### src/rtl/gate_quad_bist.sv
// BIST sequencer for quad 2-input gate parts: sweeps all 256 A/B input
// combinations, samples Y after a settle time, and tallies mismatches.
`timescale 1ns/1ps

module gate_quad_bist_lane #(
  parameter int FUNC = 0
) (
  input  logic a,
  input  logic b,
  output logic e
);
  always_comb begin
    case (FUNC)
      1:       e = a & b;
      2:       e = ~(a & b);
      3:       e = ~(a | b);
      4:       e = a ^ b;
      default: e = a | b;
    endcase
  end
endmodule

module gate_quad_bist #(
  parameter int SETTLE_CYCLES = 1,
  parameter int FUNC          = 0
) (
  input  logic       clock_50,
  input  logic       reset,
  input  logic       start,
  input  logic       abort,
  output logic [3:0] dut_a,
  output logic [3:0] dut_b,
  input  logic [3:0] dut_y,
  output logic       busy,
  output logic       done,
  output logic       pass,
  output logic [8:0] fail_count,
  output logic [7:0] first_fail_vec,
  output logic [3:0] first_fail_y
);
  localparam int NUM_LANES = 4;
  localparam logic [3:0] SETTLE_LOAD = 4'(SETTLE_CYCLES - 1);

  typedef enum logic [1:0] {IDLE, SETTLE, CHECK, DONE} state_t;

  state_t         state, state_nxt;
  logic [7:0]     vec, vec_nxt;
  logic [3:0]     cnt, cnt_nxt;
  logic           launch, check, run_nxt, mismatch;
  logic [NUM_LANES-1:0] exp_y;

  // Expected output per gate, from the vector currently on the pins
  for (genvar i = 0; i < NUM_LANES; i++) begin : g_lane
    gate_quad_bist_lane #(.FUNC(FUNC)) u_lane (
      .a (vec[i]),
      .b (vec[i+4]),
      .e (exp_y[i])
    );
  end

  assign mismatch = (dut_y != exp_y);
  assign run_nxt  = (state_nxt == SETTLE) || (state_nxt == CHECK);

  always_comb begin
    state_nxt = state;
    vec_nxt   = vec;
    cnt_nxt   = cnt;
    launch    = 1'b0;
    check     = 1'b0;
    case (state)
      IDLE, DONE: begin
        if (abort && start) begin
          state_nxt = IDLE;
        end else if (start) begin
          state_nxt = SETTLE;
          launch    = 1'b1;
          vec_nxt   = 8'd0;
          cnt_nxt   = SETTLE_LOAD;
        end
      end
      SETTLE: begin
        if (abort)             state_nxt = IDLE;
        else if (cnt == 4'd0)  state_nxt = CHECK;
        else                   cnt_nxt   = cnt - 4'd1;
      end
      CHECK: begin
        if (abort) begin
          state_nxt = IDLE;
        end else begin
          check = 1'b1;
          if (vec == 8'hFF) begin
            state_nxt = DONE;
          end else begin
            state_nxt = SETTLE;
            vec_nxt   = vec + 8'd1;
            cnt_nxt   = SETTLE_LOAD;
          end
        end
      end
      default: state_nxt = IDLE;
    endcase
  end

  always_ff @(posedge clock_50 or posedge reset) begin
    if (reset) begin
      state          <= IDLE;
      vec            <= '0;
      cnt            <= '0;
      dut_a          <= '0;
      dut_b          <= '0;
      busy           <= 1'b0;
      done           <= 1'b0;
      pass           <= 1'b0;
      fail_count     <= '0;
      first_fail_vec <= '0;
      first_fail_y   <= '0;
    end else begin
      state <= state_nxt;
      vec   <= vec_nxt;
      cnt   <= cnt_nxt;
      busy  <= run_nxt;
      done  <= (state_nxt == DONE);
      dut_a <= run_nxt ? vec_nxt[3:0] : 4'd0;
      dut_b <= run_nxt ? vec_nxt[7:4] : 4'd0;
      if (launch) begin
        fail_count     <= '0;
        first_fail_vec <= '0;
        first_fail_y   <= '0;
      end else if (check && mismatch) begin
        fail_count <= fail_count + 9'd1;
        if (fail_count == 9'd0) begin
          first_fail_vec <= vec;
          first_fail_y   <= dut_y;
        end
      end
      // pass includes the last vector's own result, decided on the closing edge
      if (check && vec == 8'hFF)
        pass <= (fail_count == 9'd0) && !mismatch;
      else if (state_nxt != DONE)
        pass <= 1'b0;
    end
  end
endmodule

### config.mk
export PLATFORM = sky130hd
export DESIGN_NAME = gate_quad_bist
export DESIGN_NICKNAME = d
export VERILOG_FILES = /design/src/rtl/gate_quad_bist.sv
export SDC_FILE = /design/constraint.sdc
export NUM_CORES = 1
export LEC_CHECK = 0
export CAP_MARGIN = 20
export CORE_ASPECT_RATIO = 1.75
export CORE_MARGIN = 3
export CORE_UTILIZATION = 49
export CTS_BUF_LIST = sky130_fd_sc_hd__clkbuf_8
export CTS_CLUSTER_DIAMETER = 120
export DETAILED_ROUTE_END_ITERATION = 7
export GPL_ROUTABILITY_DRIVEN = 0
export PLACE_DENSITY_LB_ADDON = 0.08
export SYNTH_ARGS = -nofsm -noshare
export SYNTH_HDL_FRONTEND = slang
export SYNTH_SLANG_ARGS = --single-unit
### constraint.sdc
create_clock -name clock_50 -period 2 [get_ports clock_50]
set_input_delay 0.5 -clock clock_50 [delete_from_list [all_inputs] [get_ports clock_50]]
set_output_delay 0.5 -clock clock_50 [all_outputs]
set_load 0.02 [all_outputs]
==> reports/summary.txt <==
startpoint types: register
HPWL after DPL: 4149 µm
RR Startpoint: state[1]
Cell Int Power: 2.196 mW
area grow syn2layout: 44.89%
Slew HR: 64.09%
Switching Power: 1.188 mW
Fmax achieved: 451.9 MHz
vias in the first global route: 2,086
ys flop type: dfrtp_1
antenna violations before repair: 0
Worst-Margin Slew: 0.5251 ns
Post-synth top cells: 46 x dfrtp_1, 26 x nor2_1, 14 x mux2i_1
EDFF count, synth: 0
Clock Pin Slew Worst Setup and Hold Paths: 0.09 ns
final setup violation count: 9
Worst Skew: 0.004860 ns
RSZ-0062 raised after global routing: yes
TritonCTS clock tree: built
Distinct cells, synth: 51
clk root buf: clkbuf_8
min-delay worst type: reg2reg
clk_lat worst skew: 0.30 ns
synthesized area: 2352 µm²
Final Power: 3.384 mW
status: finished with violations
Hold Startpoint: first_fail_y[2]
Yosys Warn Count: 0
combinational fraction of design power: 45.2%
clock power share: 20.8%
first-pass GRT wire length: 9756 µm
violation count after the first detailed-route iteration: 132
gr ovfl total: 0
largest net degree at the start of global routing: 47
Max Cap Viol: 0
flops & latches, synth: 46
row count: 32
Core Area: 4524 µm²
max-slew violations: 0
Hold EP: first_fail_y[2]
Seq/Total Area, Yosys: 48.94%
Crit. End Element: register
total CTS buffers: 5
min cycle time layout: 2.213 ns
dpl cells: 357
Top Ports: 40
Die Ht: 97.66 µm
Synth Instances: 233
syn nets: 249
Pleak: 1.559 nW
final setup margin: -0.2129 ns
Reg2Reg Depth: 7
DR pass1 iterations: 4
share of power burned in registers: 33.9%
WS Path Type: reg2reg
Die X: 58.38 µm
CP max FO: 3
syn_area_per_cell: 10.10 µm²
Hold Path Depth: 2
switching share of power: 35.12%
hold_buf cts: 0
final hold viol count: 0
# fillers: 345
PwrDens: 992.9 nW/µm²
area leader, netlist: dfrtp_1
WP data arrival: 2.45 ns
Port Buffers: 39
Routed wire per std cell: 15.77 µm
Area contributors post-synth: dfrtp_1 49%, mux2i_1 6.0%, ha_1 4.3%, nor2_1 4.1%, o21ai_0 2.3%
die area: 5701 µm²
R2R Setup Slk: -0.21 ns
VDD IR max: 832.2 µV
placed instance area: 3107 µm²
Initial Util: 51.99%
Global Route Usage Sum: 21.89%
layout cell share with drive strength beyond 1: 26.46%
Final nets: 340
vias per cell: 5.681
Critical R2R Capture: cnt[3]
Non-Filler Instances: 376
most common cell in the synthesized netlist: dfrtp_1
Antenna Nets Post-Route: 0
CTS max path bufs: 2
diode count: 0
via count: 2,136
Final Cycle Share: 110.6%
# clock sinks: 46
fin area: 3408 µm²
post-synth top area share: 48.94%
Required @ worst endpoint: 2.23 ns
Residual DRC: 0
Setup TNS: -0.8030 ns
Total Wirelength: 5928 µm
async set-reset flop share out of synthesis: 100.0%
failing checks: setup timing
H-tree depth: 2
critical path, cell delays in order, from the launching register on:
cell,delay (ns)
dfrtp_1,0.42
buf_6,0.13
ha_4,0.23
o21a_1,0.19
or3_4,0.36
or4_4,0.42
or3_1,0.31
o21ai_1,0.07
layout by cell type (no fill, tap or decap), types with 2 or more instances in the layout:
| cell | instances |
|---|---|
| a21oi_1 | 7 |
| a21oi_2 | 3 |
| a22o_1 | 3 |
| and2_1 | 8 |
| and3_1 | 2 |
| buf_12 | 2 |
| buf_4 | 49 |
| buf_6 | 2 |
| clkbuf_8 | 5 |
| clkdlybuf4s50_1 | 34 |
| dfrtp_1 | 44 |
| dfrtp_2 | 2 |
| dlygate4sd2_1 | 4 |
| ha_1 | 5 |
| ha_4 | 2 |
| inv_1 | 11 |
| inv_2 | 2 |
| mux2_1 | 3 |
| mux2i_1 | 14 |
| nand2_1 | 10 |
| nand2b_1 | 3 |
| nand3_1 | 5 |
| nand3b_1 | 2 |
| nand4_1 | 6 |
| nor2_1 | 26 |
| nor2b_1 | 4 |
| nor3_1 | 4 |
| nor4_2 | 2 |
| o21ai_0 | 9 |
| o21ai_1 | 5 |
| o31ai_1 | 3 |
| or3_1 | 5 |
| xnor2_1 | 4 |
worst max path at each step:
stage              from       endpoint  slack [ns]  cells past startpoint
4_1_cts        state[0]         cnt[3]       -0.14                      7
5_1_grt        state[1]         cnt[3]       -0.28                      7
3_5_place_dp      abort  fail_count[8]       -0.44                      7
6_report       state[1]         cnt[3]       -0.21                      7
2_1_floorplan  state[0]         cnt[3]       -0.24                      8
3_3_place_gp      abort         cnt[3]       -0.36                      6
sequential cells by signal (all words and copies together), names as in the netlist, 2 cells and up:
signal / count
vec: 8
dut_b: 4
fail_count: 9
cnt: 4
dut_a: 4
first_fail_y: 4
first_fail_vec: 8
state: 2
stage by stage:
step	hold slack (ns)	worst slack, ns	utilization, %
2_1_floorplan	0.4816	-0.2368	-
3_3_place_gp	0.4993	-0.3635	68.67
3_5_place_dp	0.5073	-0.4444	68.67
4_1_cts	0.5293	-0.1375	73.95
5_1_grt	0.5632	-0.2766	75.33
6_report	0.5250	-0.2129	75.33
area by class of cell:
class	instances	area (µm²)	area share, %
multi-input cells	164	1179	34.58
flip-flops and latches	46	1154	33.85
repair buffers	94	850.8	24.96
clock buffers	5	68.82	2.019
well taps	51	63.81	1.872
inverters	13	48.80	1.432
clock inverters	3	43.79	1.285
metal layers:
metal / wire length [µm] / global-route usage, % / share of wire [%] / vias up
met3: 205 / 2.660 / 3.5 / 19
met1: 2355 / 25.79 / 40 / 1045
met4: 171 / 10.71 / 2.9 / 0
met5: 0 / 0 / 0 / -
li1: - / - / - / 1009
met2: 3195 / 37.64 / 54 / 63
kinds of logic after synthesis:
kind of cell | count (synthesis) | share of synthesized area, %
simple gates | 86 | 19.41
compound gates | 48 | 13.62
flops | 46 | 48.94
buf+inv | 23 | 4.415
mux | 18 | 7.872
fa+ha+maj | 8 | 4.255
xor+xnor | 4 | 1.489
power by group through the flow:
stage               combinational (mW)  sequential, mW  clock, mW
global placement                  1.28            1.15          0
global route                      1.67            1.17      0.753
detailed placement                1.30            1.16          0
CTS                               1.47            1.14      0.725
floorplan                        0.670            1.22          0
finish                            1.53            1.15      0.705
what timing repair did:
action,CTS,global route
pin swaps,7,2
resized for setup,15,15
gates cloned,1,0
endpoints found under the setup margin,25,27
buffers inserted,8,2
Power figures use the tool's default switching activity.
